==> src/rtl/mem_arb.sv <==
// Serializes instruction-fetch and data accesses onto one single-port memory.
// state  | meaning
// IDLE   | arbitrate between if_req and dm_req, latch the winner's request
// ACCESS | one-cycle memory strobe driven from the latched request
// WAIT   | count read latency, capture mem_rdata for the owner
// RESP   | one-cycle ack to the owner
module mem_arb #(
  parameter int AW     = 16,
  parameter int DW     = 32,
  parameter int RD_LAT = 2,
  parameter int STARVE = 3
) (
  input  logic          clk,
  input  logic          rst_f,
  input  logic          if_req,
  input  logic [AW-1:0] if_addr,
  output logic          if_ack,
  output logic [DW-1:0] if_rdata,
  input  logic          dm_req,
  input  logic          dm_we,
  input  logic [AW-1:0] dm_addr,
  input  logic [DW-1:0] dm_wdata,
  output logic          dm_ack,
  output logic [DW-1:0] dm_rdata,
  output logic          mem_en,
  output logic          mem_we,
  output logic [AW-1:0] mem_addr,
  output logic [DW-1:0] mem_wdata,
  input  logic [DW-1:0] mem_rdata,
  output logic          busy,
  output logic          owner
);
  typedef enum logic [1:0] {IDLE, ACCESS, WAIT, RESP} state_t;

  localparam logic [3:0] STARVE_MAX = 4'(STARVE);
  localparam logic [2:0] LAT_LAST   = 3'(RD_LAT);

  state_t        state, state_nxt;
  logic          we_q, we_nxt;
  logic [3:0]    starve_cnt, starve_nxt;
  logic [2:0]    wait_cnt, wait_nxt;
  logic          fetch_win;
  logic          if_ack_nxt, dm_ack_nxt, mem_en_nxt, mem_we_nxt, busy_nxt, owner_nxt;
  logic [AW-1:0] mem_addr_nxt;
  logic [DW-1:0] mem_wdata_nxt, if_rdata_nxt, dm_rdata_nxt;

  always_ff @(posedge clk or negedge rst_f) begin
    if (!rst_f) begin
      state      <= IDLE;
      we_q       <= 1'b0;
      starve_cnt <= '0;
      wait_cnt   <= '0;
      if_ack     <= 1'b0;
      dm_ack     <= 1'b0;
      mem_en     <= 1'b0;
      mem_we     <= 1'b0;
      mem_addr   <= '0;
      mem_wdata  <= '0;
      if_rdata   <= '0;
      dm_rdata   <= '0;
      busy       <= 1'b0;
      owner      <= 1'b0;
    end else begin
      state      <= state_nxt;
      we_q       <= we_nxt;
      starve_cnt <= starve_nxt;
      wait_cnt   <= wait_nxt;
      if_ack     <= if_ack_nxt;
      dm_ack     <= dm_ack_nxt;
      mem_en     <= mem_en_nxt;
      mem_we     <= mem_we_nxt;
      mem_addr   <= mem_addr_nxt;
      mem_wdata  <= mem_wdata_nxt;
      if_rdata   <= if_rdata_nxt;
      dm_rdata   <= dm_rdata_nxt;
      busy       <= busy_nxt;
      owner      <= owner_nxt;
    end
  end

  // mem_addr/mem_wdata double as the latched request; they hold after ACCESS.
  always_comb begin
    state_nxt     = state;
    we_nxt        = we_q;
    starve_nxt    = starve_cnt;
    wait_nxt      = wait_cnt;
    fetch_win     = 1'b0;
    if_ack_nxt    = 1'b0;
    dm_ack_nxt    = 1'b0;
    mem_en_nxt    = 1'b0;
    mem_we_nxt    = 1'b0;
    mem_addr_nxt  = mem_addr;
    mem_wdata_nxt = mem_wdata;
    if_rdata_nxt  = if_rdata;
    dm_rdata_nxt  = dm_rdata;
    owner_nxt     = owner;
    case (state)
      IDLE: begin
        if (if_req || dm_req) begin
          fetch_win = if_req && (!dm_req || starve_cnt == STARVE_MAX);
          if (fetch_win) begin
            we_nxt       = 1'b0;
            mem_addr_nxt = if_addr;
            owner_nxt    = 1'b0;
            starve_nxt   = '0;
          end else begin
            we_nxt        = dm_we;
            mem_addr_nxt  = dm_addr;
            mem_wdata_nxt = dm_wdata;
            owner_nxt     = 1'b1;
            if (!if_req)
              starve_nxt = '0;
            else if (starve_cnt != STARVE_MAX)
              starve_nxt = starve_cnt + 4'd1;
          end
          mem_en_nxt = 1'b1;
          mem_we_nxt = we_nxt;
          state_nxt  = ACCESS;
        end
      end
      ACCESS: begin
        if (we_q) begin
          if_ack_nxt = !owner;
          dm_ack_nxt = owner;
          state_nxt  = RESP;
        end else begin
          wait_nxt  = 3'd1;
          state_nxt = WAIT;
        end
      end
      WAIT: begin
        if (wait_cnt == LAT_LAST) begin
          if (owner) dm_rdata_nxt = mem_rdata;
          else       if_rdata_nxt = mem_rdata;
          if_ack_nxt = !owner;
          dm_ack_nxt = owner;
          state_nxt  = RESP;
        end else begin
          wait_nxt = wait_cnt + 3'd1;
        end
      end
      RESP: state_nxt = IDLE;
      default: state_nxt = IDLE;
    endcase
    busy_nxt = (state_nxt != IDLE);
  end
endmodule

==> config.mk <==
export PLATFORM = sky130hd
export DESIGN_NAME = mem_arb
export DESIGN_NICKNAME = d
export VERILOG_FILES = /design/src/rtl/mem_arb.sv
export SDC_FILE = /design/constraint.sdc
export NUM_CORES = 1
export LEC_CHECK = 0
export CORE_UTILIZATION = 43
export DETAILED_ROUTE_END_ITERATION = 6
export PLACE_DENSITY = 0.82
export SLEW_MARGIN = 20
export SYNTH_ARGS = -nofsm -noshare
export SYNTH_HDL_FRONTEND = slang
export SYNTH_SLANG_ARGS = --single-unit
==> constraint.sdc <==
create_clock -name clk -period 2.4 [get_ports clk]
set_input_delay 0.6 -clock clk [delete_from_list [all_inputs] [get_ports clk]]
set_output_delay 0.6 -clock clk [all_outputs]
set_load 0.1 [all_outputs]
==> results.txt, run 1 <==
The share of the clock period used by the worst path was 0.824. After detailed routing, the average wire length per cell comes to 16.5 um. The run gives 0.440 as the starting density of the core.

For this block, the initial DRC count from the detailed router was 277. For the number of antenna violations at the first check in global routing, the log shows 0. The fraction of layout instances using a drive strength above 1 is 0.440, and the number of standard-cell rows in the floorplan is 40. The clock sink count was 128; the signed area change from the synthesized netlist to the final layout was 50.6%. The run gives 0.40 ns as the clock latency at the later pin of the worst-skew pair. The critical path starts at starve_cnt[0]$_DFFE_PN0P_. The run finished with clean final reports. The x dimension of the die is 113 um. sky130_fd_sc_hd__dfrtp_1 takes more of the synthesized area than any other cell.

The final critical delay including setup and external delays is 1.98 ns, and the number of max-cap violations is 0. The number of hold violations in the final report is 0, and the via-per-instance ratio is 5.14. The met2 global-route usage is 0.353, and the largest fanout on the critical path is 17. The share of Yosys cell area claimed by the top area cell type came out at 0.606. The library cells used most frequently in the layout, excluding fill and tap cells, are sky130_fd_sc_hd__dfrtp_1 (128), sky130_fd_sc_hd__buf_4 (125), sky130_fd_sc_hd__clkdlybuf4s50_1 (99), sky130_fd_sc_hd__mux2_2 (73), sky130_fd_sc_hd__nand2_1 (34).

The clock arrives with 0.0121 ns of skew. Internal reg-to-reg setup slack: 0.42 ns. The endpoint type of the worst setup path was a flip-flop.

The fraction of registers with async set/reset is 1.00. The clock-pin transition on the worst setup and hold timing paths is 0.05 ns. Counting flops and latches in the post-synthesis netlist gives 128. In this run the cell area of the synthesized design comes to 5290 um2. Synthesis produced a netlist with a net count of 470. The logs give 17 for the number of buffers created by CTS and 0.829 for the routability congestion estimate from global placement. The fraction of met1 tracks used by global routing came out at 0.243. The number of different library cells in the post-synthesis netlist came out at 36.

The global routing met3 resource utilization was 0.0514; the global-route usage over all layers was 0.201. The antenna cell count was 0; the average instance area after synthesis was 14.6 um2. The busiest metal layer after global routing is met2.

In this run, post-CTS repair resized a total of 0 instances. Adding up every negative setup slack in the final design gives 0 ns. The total I/O pin count was 219; the share of synthesized area occupied by flip-flops and latches was 0.606. The run gives 506 MHz as the timing-limited maximum frequency.

Counting along the longest clock path gives a buffer depth of 2. Via count of the first global-routing pass: 3991. The worst hold path belongs to the class in -> async.

For the worst setup path, the data required time is 2.65 ns. In the post-synthesis netlist, the biggest area contributors are sky130_fd_sc_hd__dfrtp_1 (61%), sky130_fd_sc_hd__mux2_2 (16%), sky130_fd_sc_hd__mux2_4 (7.1%). The most common cell after layout, fill and taps aside is sky130_fd_sc_hd__dfrtp_1. After detailed routing, the number of remaining DRC violations is 0.

STA classifies the critical path startpoint as a flip-flop. The tools report the maximum number of pins on one net before global-route repair as 65. Startpoint of the lowest-slack register-to-register path: starve_cnt[0]$_DFFE_PN0P_. The cell count after synthesis came out at 363. For the number of nets in the layout, the log shows 696. Post-CTS timing repair inserted 0 buffers for setup.

The tree is rooted in a sky130_fd_sc_hd__clkbuf_16. Detailed placement ended at an HPWL of 8.71 mm. Measured along the y axis, the die boundary spans 113 um. The run gives 0 as the remaining global-route overflow. The Yosys step of the flow raised 0 warnings. The signal arrival time at the worst endpoint is 2.22 ns, and the relative slew slack is 0.542. TritonCTS built the clock tree. The area of the core region is 12000 um2.

For the number of max-slew violations in the final report, the log shows 0. Setup violations remaining at the end of the flow were counted as 0. The critical path is of the reg -> reg type. The transition at the pin with the smallest max-transition slack is 0.683 ns. For this run, the leading register cell type out of synthesis is sky130_fd_sc_hd__dfrtp_1. The tools report the reg-to-reg critical path endpoint as mem_addr[3]$_DFFE_PN0P_. The number of flops mapped to enable cells by yosys is 0. In this run, post-CTS hold repair placed 0 buffers.

The floorplan step defined a die boundary enclosing 12700 um2. The total detailed-routing wirelength was 12.4 mm; the path depth of the worst reg2reg path was 5. The tools report the total via count after detailed routing as 3848. The H-tree was split into 4 levels.

In this run the remaining antenna-violating nets after routing total 0. Setup repair after global routing left no endpoint under its margin. Port buffering added 218 buffers. For this run, the detailed router's first-pass iteration total came to 4. The first global-routing pass estimated 19.9 mm of wire.
[through the flow]
step | instance area [um2] | worst slack, ns | util | hold slack (ns) | std cells
after CTS | 7960 | 0.427 | 0.663 | 0.0335 | 749
final | 7960 | 0.423 | 0.663 | 0.0432 | 749
after floorplan | 5290 | 0.549 | - | 0.304 | 363
after global placement | 7350 | 0.106 | 0.612 | 0.462 | 717
after global routing | 7960 | 0.301 | 0.663 | 0.0348 | 749
after detailed placement | 7350 | 0.00122 | 0.612 | 0.464 | 717
[worst max-delay path, stage by stage (launching register included)]
cell and delay [ns]:
sky130_fd_sc_hd__dfrtp_1 0.42, sky130_fd_sc_hd__ha_1 0.28, sky130_fd_sc_hd__nand4bb_4 0.11, sky130_fd_sc_hd__buf_4 0.21
sky130_fd_sc_hd__a21boi_2 0.59, sky130_fd_sc_hd__o211ai_1 0.20
[kinds of logic after synthesis]
family | after synthesis | synth area share
flops | 128 | 0.606
mux | 98 | 0.227
simple gates | 64 | 0.0639
compound gates | 37 | 0.0535
buf+inv | 30 | 0.0357
fa+ha+maj | 6 | 0.0142
[per-layer routing]
metal | part of all wire | wire, um | vias up
met4 | 0.011 | 140 | 0
met1 | 0.41 | 5120 | 1901
met5 | 0 | 0 | -
met3 | 0.064 | 792 | 15
li1 | - | - | 1755
met2 | 0.51 | 6310 | 177
[Yosys cell counts, types with 2 or more instances]
master / instances
sky130_fd_sc_hd__inv_1: 7
sky130_fd_sc_hd__nand4_1: 16
sky130_fd_sc_hd__mux2_2: 73
sky130_fd_sc_hd__o21ai_0: 4
sky130_fd_sc_hd__nor2b_1: 3
sky130_fd_sc_hd__a32o_1: 3
sky130_fd_sc_hd__mux2_4: 25
sky130_fd_sc_hd__buf_2: 5
sky130_fd_sc_hd__nand3_1: 2
sky130_fd_sc_hd__nand2_1: 34
sky130_fd_sc_hd__dfrtp_1: 128
sky130_fd_sc_hd__a22o_1: 3
sky130_fd_sc_hd__ha_1: 6
sky130_fd_sc_hd__nor2_1: 3
sky130_fd_sc_hd__buf_12: 2
sky130_fd_sc_hd__buf_6: 3
sky130_fd_sc_hd__o211ai_1: 18
sky130_fd_sc_hd__clkbuf_1: 7
sky130_fd_sc_hd__buf_4: 4
[flip-flops by register name (all words and copies together), names as in the netlist]
name / cells
mem_addr: 16
if_ack: 1
dm_rdata: 32
if_rdata: 32
wait_cnt: 3
mem_we: 1
starve_cnt: 4
state: 2
mem_wdata: 32
dm_ack: 1
owner: 1
busy: 1
mem_en: 1
we_q: 1
[layout make-up]
class,count,area (um2)
clock buffer,19,453
clock inverter,13,161
timing repair buffer,229,2030
inverter,8,30.0
multi-input combinational,205,1900
fill,847,4050
tap,147,184
sequential,128,3200
[worst max-delay path by stage]
stage | endpoint | slack (ns) | depth (start not counted)
floorplan | dm_rdata[10]$_DFFE_PN0P_ | 0.55 | 3
CTS | mem_addr[3]$_DFFE_PN0P_ | 0.43 | 5
global route | mem_addr[3]$_DFFE_PN0P_ | 0.30 | 5
detailed placement | mem_addr[3]$_DFFE_PN0P_ | 0.001 | 5
finish | mem_addr[3]$_DFFE_PN0P_ | 0.42 | 5
global placement | mem_addr[7]$_DFFE_PN0P_ | 0.11 | 5
Power of run 1 is left out: the tool's default activity adds up to more than one toggle a clock period on the data nets, which glitch-free logic cannot reach.
==> inputs of run 2 (changes only) <==
- CORE_UTILIZATION: 43 -> 39
- PLACE_DENSITY: 0.82 -> 0.79
- clock period: 2.4 -> 1.8 ns (I/O delays scaled with it)
==> run 2 against run 1 <==
Register-to-register slack worse by 0.37 ns. Routed wire length up 20%. Die area increased by 10%. Fmax rose by 13%. Cell area is 22% higher. Non-clock buffer count up 19.
==> results.txt, run 2 (synthesis gave the netlist of run 1 again) <==
The run finished with clean final reports. The tools report the area of the core region as 13200 um2 (+10%). The routability congestion estimate from global placement was 0.751 (-9.4%); the per-cell routed wire length was 18.6 um (+13%). The required time of the critical path was 2.09 ns (-0.56 ns).

The layout filler cell count was 838 (-1.1%); the number of search-and-repair iterations in the first detailed-routing pass was 4 (unchanged). The signal on the critical path passes through inv_1 > ha_1 > nand3b_1 > nor2_4 > buf_12 > clkbuf_16 > mux2_2. The logs give 0 (unchanged) for the number of max-cap violations and 109 (-61%) for the DRC violation total after the first TritonRoute iteration.

TritonCTS built the clock tree. Total via count after detailed routing: 3953 (+2.7%). The x dimension of the die came out at 118 um (+4.9%). The post-layout instance area was 9710 um2 (+22%); the share of the clock period used by the worst path was 0.968 (+0.145). The largest registers in the layout are dm_rdata: 32 flops, if_rdata: 32 flops, mem_wdata: 32 flops.

For the timing-limited maximum frequency, the log shows 574 MHz (+13%). The worst setup path is launched from a flip-flop. Type of the tightest min-delay check: reg -> reg. Clock sink count: 128 (unchanged). Total detailed-routing wirelength: 14.8 mm (+20%). The tools report the number of hold violations in the final report as 0 (unchanged). For the maximum number of pins on one net before global-route repair, the log shows 50 (-23%). For the global-route usage over all layers, the log shows 0.213 (+0.0122). The tools report the starting density of the core as 0.399 (-0.0409). The signal arrival time at the worst endpoint was 2.03 ns (-0.19 ns). The clock-pin transition on the worst setup and hold timing paths is 0.05 ns (about the same). The number of buffers created by CTS came out at 17 (unchanged). Total half-perimeter wirelength after legalization and detailed placement: 10.7 mm (+23%). The category of the critical setup timing path was reg -> reg. The signed area change from the synthesized netlist to the final layout came out at 83.8%. The library cell used most frequently in the layout, excluding fill and tap cells, is sky130_fd_sc_hd__dfrtp_1. The wire length of the first global-routing pass was 22.8 mm (+15%). The largest fanout on the critical path was 9 (-8); the number of endpoints failing setup at the final stage was 0 (unchanged).

The remaining global-route overflow is 0 (unchanged), and the worst stage delay on the critical path is 0.39 ns (-0.20 ns). The via-per-instance ratio was 4.96 (-3.5%). In the layout the commonest cells are sky130_fd_sc_hd__dfrtp_1 (127), sky130_fd_sc_hd__buf_12 (126), sky130_fd_sc_hd__clkdlybuf4s50_1 (99), sky130_fd_sc_hd__mux2_2 (73), sky130_fd_sc_hd__nand2_1 (33).

The sum of buffers and inverters on the critical path works out to 3 (+2). The cell area after placement was 8980 um2 (+22%); the level count of the clock H-tree was 4 (unchanged). The tools report the endpoint type of the worst setup path as a flip-flop. The run gives 2 (unchanged) as the worst-case clock buffer depth.

Number of antenna violations at the first check in global routing: 0 (unchanged). The tools report the number of standard-cell rows in the floorplan as 42 (+5.0%). The clock skew after layout was 0.00592 ns (-0.00622 ns); the number of port buffers was 218 (unchanged). Cell family contributing the most delay on the critical path: flip-flops. The logs give 0 (unchanged) for the antenna cell count and 219 (unchanged) for the total I/O pin count. The standard cell with the maximum stage delay on the critical path was sky130_fd_sc_hd__dfrtp_1. The tools report the final antenna-violating net count as 0 (unchanged). For the relative slew slack, the log shows 0.712 (+0.170). The tools report the clock root buffer as sky130_fd_sc_hd__clkbuf_16.

The fraction of layout instances using a drive strength above 1 works out to 0.462 (+0.0220). The via count of the first global-routing pass is 4232 (+6.0%), and the final critical delay including setup and external delays is 1.74 ns (-0.234 ns). For the post-detailed-route DRC marker count, the log shows 0 (unchanged). The floorplan die height was 118 um (+4.9%); the number of max-slew violations in the final report was 0 (unchanged). The transition at the pin with the smallest max-transition slack is 0.431 ns (-0.253 ns), and the clock latency at the later pin of the worst-skew pair is 0.41 ns (about the same).

The full die area is 14000 um2 (+10%). The tools report the number of nets in the layout as 715 (+2.7%). Setup repair after global routing left no endpoint under its margin.
-- run 2: cell count changes in the layout (fill, tap and decap cells not counted), sizes merged --
cell	before	now
clkbuf	19	22
buf	130	145
inv	8	9
bufinv	3	2
dlygate4sd3	0	1
-- run 2: path summary, 6_finish.rpt --
check | depth (start not counted) | from | endpoint | slack [ns]
min in group asynchronous | 2 | rst_f | if_rdata[24]$_DFFE_PN0P_ | 0.53
hold reg to reg | 1 | wait_cnt[0]$_DFFE_PN0P_ | wait_cnt[0]$_DFFE_PN0P_ | 0.50
hold / removal | 1 | wait_cnt[0]$_DFFE_PN0P_ | wait_cnt[0]$_DFFE_PN0P_ | 0.50
setup / recovery | 7 | wait_cnt[0]$_DFFE_PN0P_ | if_rdata[25]$_DFFE_PN0P_ | 0.06
max in group asynchronous | 3 | rst_f | dm_rdata[14]$_DFFE_PN0P_ | 0.67
setup reg to reg | 7 | wait_cnt[0]$_DFFE_PN0P_ | if_rdata[25]$_DFFE_PN0P_ | 0.06
-- run 2: layout make-up --
type | instances | area (um2) | area share
clock buffer | 19 | 453 | 0.0466
sequential | 128 | 3200 | 0.330
inverter | 8 | 30.0 | 0.00309
multi-input combinational | 205 | 1930 | 0.199
tap | 176 | 220 | 0.0227
clock inverter | 13 | 136 | 0.0140
timing repair buffer | 248 | 3740 | 0.385
-- run 2: metrics by stage --
stage          worst slack (ns)   util  std cells  hold WS, ns  setup TNS (ns)
3_5_place_dp             -0.197  0.678        758        0.413          -11.03
4_1_cts                  0.0169  0.725        792        0.514               0
3_3_place_gp             -0.144  0.678        758        0.403           -6.48
2_1_floorplan            0.0316      -        363        0.154               0
5_1_grt                 0.00418  0.733        797        0.526               0
6_report                 0.0569  0.733        797        0.499               0
-- run 2: per-layer routing --
metal / up-vias / track usage / routed length [um]
met5: - / 0 / 0
met4: 0 / 0.0744 / 272
met3: 21 / 0.0565 / 799
met2: 155 / 0.392 / 8190
met1: 1985 / 0.237 / 5580
li1: 1792 / - / -
-- run 2: repair_timing --
action,4_1_cts,5_1_grt
gates cloned,0,3
endpoints found under the setup margin,58,94
hold buffers,1,0
resized for setup,2,4
pin swaps,2,2
hold endpoints to repair,26,0
setup buffers,1,2
Power of run 2 is left out for the same reason.
